$ cat src/rtl/spi_regif.sv
// SPI slave register interface: 16-bit frames (R/W, 7-bit address, 8-bit data)
// bridging a serial host to a parallel register file. Everything runs on sclk.
module spi_regif #(
  parameter int REGCOUNT = 14
) (
  input  logic       sclk,
  input  logic       rstn,
  input  logic       csn,
  input  logic       mosi,
  output logic       miso,
  input  logic [7:0] dout,
  output logic       wre,
  output logic [7:0] addr,
  output logic [7:0] din,
  output logic       frame_err
);

  typedef enum logic [1:0] {IDLE, ADDR, DATA, DONE} state_t;

  // Upper bound of the implemented address range, one bit wider than addr
  localparam logic [8:0] REG_LIM = 9'(REGCOUNT);

  state_t      state_reg;
  logic [3:0]  cnt_reg;
  logic        rw_reg;
  logic [5:0]  asr_reg;   // address bits from edges 1..6; edge 7 bit comes straight from mosi
  logic [6:0]  dsr_reg;   // data bits from edges 8..14; edge 15 bit comes straight from mosi
  logic [6:0]  msr_reg;   // remaining read bits still to be presented on miso

  logic       addr_ok;
  logic [7:0] rd_sel;

  // Out-of-range addresses read as zero and never strobe a write
  assign addr_ok = ({1'b0, addr} < REG_LIM);
  assign rd_sel  = addr_ok ? dout : 8'h00;

  // Frame state machine with all outputs registered
  always_ff @(posedge sclk or negedge rstn) begin
    if (!rstn) begin
      state_reg <= IDLE;
      cnt_reg   <= 4'd0;
      rw_reg    <= 1'b0;
      asr_reg   <= 6'd0;
      dsr_reg   <= 7'd0;
      msr_reg   <= 7'd0;
      miso      <= 1'b0;
      wre       <= 1'b0;
      addr      <= 8'h00;
      din       <= 8'h00;
      frame_err <= 1'b0;
    end else begin
      // The write strobe lasts exactly one edge whatever csn does
      wre <= 1'b0;
      case (state_reg)
        IDLE: begin
          miso <= 1'b0;
          if (!csn) begin
            rw_reg    <= mosi;
            cnt_reg   <= 4'd1;
            state_reg <= ADDR;
          end
        end
        ADDR: begin
          if (csn) begin
            // Aborted frame: leave addr/din untouched, flag the error
            state_reg <= IDLE;
            cnt_reg   <= 4'd0;
            miso      <= 1'b0;
            frame_err <= 1'b1;
          end else begin
            asr_reg <= {asr_reg[4:0], mosi};
            cnt_reg <= cnt_reg + 4'd1;
            if (cnt_reg == 4'd7) begin
              addr      <= {1'b0, asr_reg, mosi};
              state_reg <= DATA;
            end
          end
        end
        DATA: begin
          if (csn) begin
            state_reg <= IDLE;
            cnt_reg   <= 4'd0;
            miso      <= 1'b0;
            frame_err <= 1'b1;
          end else begin
            dsr_reg <= {dsr_reg[5:0], mosi};
            cnt_reg <= cnt_reg + 4'd1;
            if (rw_reg) begin
              miso <= 1'b0;
            end else if (cnt_reg == 4'd8) begin
              // addr settled at edge 7, so dout is valid for capture here
              miso    <= rd_sel[7];
              msr_reg <= rd_sel[6:0];
            end else begin
              miso    <= msr_reg[6];
              msr_reg <= {msr_reg[5:0], 1'b0};
            end
            if (cnt_reg == 4'd15) begin
              state_reg <= DONE;
              if (rw_reg) begin
                din <= {dsr_reg, mosi};
                wre <= addr_ok;
              end
            end
          end
        end
        DONE: begin
          // Extra edges inside the frame are ignored until csn rises
          miso <= 1'b0;
          if (csn) begin
            state_reg <= IDLE;
          end
        end
        default: begin
          state_reg <= IDLE;
          cnt_reg   <= 4'd0;
          miso      <= 1'b0;
        end
      endcase
    end
  end

endmodule

$ cat config.mk
export PLATFORM = sky130hd
export DESIGN_NAME = spi_regif
export DESIGN_NICKNAME = d
export VERILOG_FILES = /design/src/rtl/spi_regif.sv
export SDC_FILE = /design/constraint.sdc
export NUM_CORES = 1
export LEC_CHECK = 0
export CAP_MARGIN = 30
export CELL_PAD_IN_SITES_DETAIL_PLACEMENT = 2
export CELL_PAD_IN_SITES_GLOBAL_PLACEMENT = 2
export CORE_MARGIN = 4
export CORE_UTILIZATION = 41
export CTS_BUF_LIST = sky130_fd_sc_hd__clkbuf_4 sky130_fd_sc_hd__clkbuf_8
export CTS_CLUSTER_SIZE = 14
export DETAILED_ROUTE_END_ITERATION = 8
export GPL_ROUTABILITY_DRIVEN = 0
export PLACE_DENSITY_LB_ADDON = 0.1
export SLEW_MARGIN = 20
export SYNTH_ARGS = -nofsm -noshare
export SYNTH_HDL_FRONTEND = slang
export SYNTH_SLANG_ARGS = --single-unit
$ cat constraint.sdc
create_clock -name sclk -period 3.3 [get_ports sclk]
set_clock_uncertainty 0.2 [all_clocks]
set_input_delay 0.99 -clock sclk [delete_from_list [all_inputs] [get_ports sclk]]
set_output_delay 0.99 -clock sclk [all_outputs]
set_load 0.01 [all_outputs]
==> After elaboration in Yosys (flattened, before gate mapping) <==
Index checks and enable logic that the tools add are counted.
{ "op_classes": {"add_sub_neg": 1, "magnitude_cmp": 1, "eq_ne": 11, "muxes": 21, "bitwise": 2, "reduce_logical": 13} }
{ "op_table": {"columns": ["operator", "n"], "rows": [
  ["$mux W2", 6],
  ["$reduce_and A2 Y1", 5],
  ["$eq A4 B4 Y1 const B", 2],
  ["$mux W1", 8],
  ["$mux W4", 2],
  ["$mux W8", 1],
  ["$pmux W2 S4", 1],
  ["$pmux W4 S2", 1],
  ["$reduce_and A4 Y1", 2],
  ["$lt A7 B4 Y1 const B", 1],
  ["$mux W7", 1],
  ["$ne A2 B2 Y1 const B", 3],
  ["$ne A3 B3 Y1 const B", 2],
  ["$reduce_and A3 Y1", 2],
  ["$add A4 B1 Y4 const B", 1],
  ["$eq A2 B2 Y1 const B", 2],
  ["$eq A4 B3 Y1 const B", 1],
  ["$reduce_or A2 Y1", 2],
  ["$pmux W1 S3", 1],
  ["$eq A2 B1 Y1 const B", 1],
  ["$logic_not A2 Y1", 1],
  ["$not A1 Y1", 2],
  ["$reduce_bool A2 Y1", 1]
]} }
{ "totals": {"ff_bits": 45, "input_bits": 12, "output_inout_bits": 19, "wordCells": 60} }

==> Logic depth before layout (Yosys ltp) <==
{ "logic_depth": {"depth_word": 6, "ltp_mapped": 6, "depth_no_buf": 5} }

==> Worst setup path before layout <==
Ideal clock, no wire load.
{ "synth_timing": {"path_kind": "input port to flip-flop", "startpoint": "in csn", "endpoint": "reg din[0]", "setup_ps": 125, "arrival_ps": 1890, "required_ps": 2975, "path_slack_ps": 1086, "cell_stages": 4, "n_path_buf": 1, "path_cell_list": "buf_2 -> nand3b_1 -> nor2_4 -> mux2_2"} }
{ "synth_between": {"elab_chain_cells": 2} }
{ "synth_rtl": {"columns": ["element", "line_no", "text"], "rows": [
  ["start, declared", "8", "input logic csn,"],
  ["$not A1 Y1 (no line)", null, null],
  ["$reduce_and A4 Y1 (no line)", null, null],
  ["end signal, assigned", "101", "din <= {dsr_reg, mosi};"],
  ["end, declared", "14", "output logic [7:0] din,"]
]} }
Every way passes these cells.
A chain may end at the register's enable or synchronous reset.

==> Worst setup path after layout <==
{ "layout_timing": {"startpoint": "in csn", "endpoint": "reg din[3]"} }
The elaborated chain is that of the path after synthesis.

==> flow_summary.json <==
{
  "crit_buf_inv": 1,
  "crit_chain": "clkdlybuf4s50_1 -> nand3b_1 -> nor2_4 -> mux2_2",
  "max_stage_delay_ps": 600,
  "overflow": 0,
  "clkLatencyLatePin_ps": 290,
  "die-area_um2": 6140,
  "layout.nets": 212,
  "yosys_most_used_dff": "dfrtp_1",
  "peakVddDrop_v": 0.000394,
  "io_buffers": 29,
  "ctsLongestPathBuffers": 2,
  "rsz0062_at_grt": "no",
  "h-tree-depth": 2,
  "largest_register": "din",
  "fillers": 474,
  "outcome": "completed",
  "largest_reg_flops": 8,
  "rrSetupSlack_ps": 1310,
  "synthDominantCellAreaShare_pct": 55.5,
  "synthArstFlopShare_pct": 100,
  "cts_inserted_buffers": 5,
  "yosys_warnings": 0,
  "ys_seq_area_share_pct": 55.5,
  "period_needed_ps": 2560,
  "first_pass_iters": 4,
  "synth_edf_count": 0,
  "syn_inst": 157,
  "clkTransAtPathRegs_ps": 80,
  "antenna_cells": 0,
  "hold_buffers": 0,
  "synth_cell_type_count": 35,
  "die_h_um": 78.4,
  "cts_tree": "done",
  "crit_slowest_cell": "clkdlybuf4s50_1",
  "setup_viol": 0,
  "root_buffer": "clkbuf_8",
  "grt_pass1_wl_mm": 8.29,
  "cp_max_fo": 9,
  "critPathCaptureType": "flip-flop",
  "period_share_pct": 77.7,
  "setup_slack_ps": 737,
  "post_cts_buffers": 0,
  "dp_cells": 254,
  "core_um2": 4750,
  "post_drt_wl_per_cell_um": 18.2,
  "clock-sinks": 45,
  "cp.arrival_ps": 2550,
  "grt_pass1_vias": 1550,
  "final_hold_viol_count": 0,
  "cts_resized": 0,
  "syn_area_um2": 2030,
  "fin_setup_tns_ps": 0,
  "initial_core_util_pct": 42.7,
  "critical_path.top_delay_family": "buffers and inverters",
  "drt_drc_violations_left": 0,
  "required_ps": 3280,
  "worstSetupPathType": "in2reg",
  "syn2layout_area_growth_pct": 24.9,
  "hpwl_mm": 3.37,
  "antenna_found_initial": 0,
  "fp-row-count": 25,
  "finalMaxSlewViolations": 0,
  "antenna_left": 0,
  "num_vias": 1332,
  "final_cells": 262,
  "synth_top_area_cell": "dfrtp_1",
  "drt_iter0_drc": 49,
  "syn_nets": 175,
  "dp_slack_ps": 393,
  "ios": 31,
  "grtUsageTotal_pct": 17.6,
  "start_kind": "primary input",
  "wl_mm": 4.78,
  "synth_area_per_cell_um2": 12.9,
  "drv_cap": 0,
  "hp-class": "reg2reg",
  "grt_max_degree": 19,
  "ys_ff_latch": 45,
  "synth.area.top_cells": "dfrtp_1 55%, mux2_2 17%, ha_1 3.7%",
  "viasPerCell": 5.08,
  "die_w_um": 78.4,
  "drive_above_1_share_pct": 26.7,
  "power_density_nw_per_um2": 729,
  "fmax_mhz": 390,
  "leakage_nw": 1.18
}
-- report_power, final --
part	internal, mW	leakage (nW)	switching, mW
registers	0.718	0.583	0.135
clock network	0.236	0.0588	0.190
logic	0.304	0.535	0.268
total	1.26	1.18	0.592
-- synthesized netlist by cell type (2+ instances only) --
library cell and n:
a31oi_1 6, a22o_1 3, mux2_2 30, nor2b_1 4, nor2_1 8, a21oi_1 2, nand4_1 7, nand2_1 7
mux2i_1 2, nand3_1 3, o21ai_0 2, nand3b_1 2, and3_1 3, inv_1 5, dfrtp_1 45, buf_2 4
ha_1 6
-- per-stage QoR --
| step | hold WS (ps) | instance area (µm²) | power (mW) | utilization, % |
|---|---|---|---|---|
| floorplan | 275 | 2030 | 1.20 | - |
| global route | 300 | 2540 | 2.00 | 53.3 |
| finish | 263 | 2540 | 1.85 | 53.3 |
| CTS | 270 | 2540 | 1.88 | 53.3 |
| detailed placement | 251 | 2420 | 1.43 | 50.9 |
| global placement | 240 | 2420 | 1.38 | 50.9 |
-- kinds of logic (layout without fill, tap and decap cells) --
group                      count (synthesis)  after routing  synth area share, %
DFF                                       45             45                 55.5
and+or+nand+nor                           41             41                 12.8
adders and majority gates                  6              6                 3.70
buffers and inverters                     11             49                 2.46
AOI/OAI and AO/OA                         19             19                 6.96
xor gates and xnor gates                   2              2                0.863
muxes                                     32             32                 17.6
other                                      1              1                0.185
-- path summary, 6_finish.rpt --
path / start / endpoint / depth (start not counted)
worst max-delay path: csn / din[3]$_DFFE_PN0P_ / 4
worst min-delay path: frame_err$_DFFE_PN0P_ / frame_err$_DFFE_PN0P_ / 1
worst max register to register: cnt_reg[1]$_DFFE_PN0P_ / addr[6]$_DFFE_PN0P_ / 4
worst min register to register: frame_err$_DFFE_PN0P_ / frame_err$_DFFE_PN0P_ / 1
max in group asynchronous: rstn / rw_reg$_DFFE_PN0P_ / 2
min in group asynchronous: rstn / msr_reg[2]$_DFFE_PN0P_ / 1
-- layout make-up --
cell class	instances	area [µm²]	area share [%]
well taps	67	83.8	3.31
inverters	5	18.8	0.740
flip-flops and latches	45	1130	44.4
repair buffers	36	338	13.3
clock buffers	6	76.3	3.01
multi-input cells	101	855	33.7
clock inverters	2	38.8	1.53
-- worst reg2reg max path, cell delays in order, from the launching register on --
cell and delay, ps:
dfrtp_1 410, ha_1 280, nand3b_4 140, nor3b_4 460
mux2_2 400
-- cell usage in the layout, fill, tap and decap left out, drive strengths merged, types with 2 or more instances in the layout --
master	count
a21oi	2
a22o	3
a31oi	6
and3	3
buf	8
clkbuf	6
clkdlybuf4s50	28
dfrtp	45
ha	6
inv	5
mux2	30
mux2i	2
nand2	7
nand3	3
nand3b	3
nand4	7
nor2	9
nor2b	4
nor3b	2
o21ai	2
-- metal layers --
layer	track usage, %	share of wire, %
met2	29.3	49
met3	4.47	3.3
met4	4.72	0.88
met5	0	0
met1	22.9	46
Note: power is estimated with default switching activity, not from simulation.
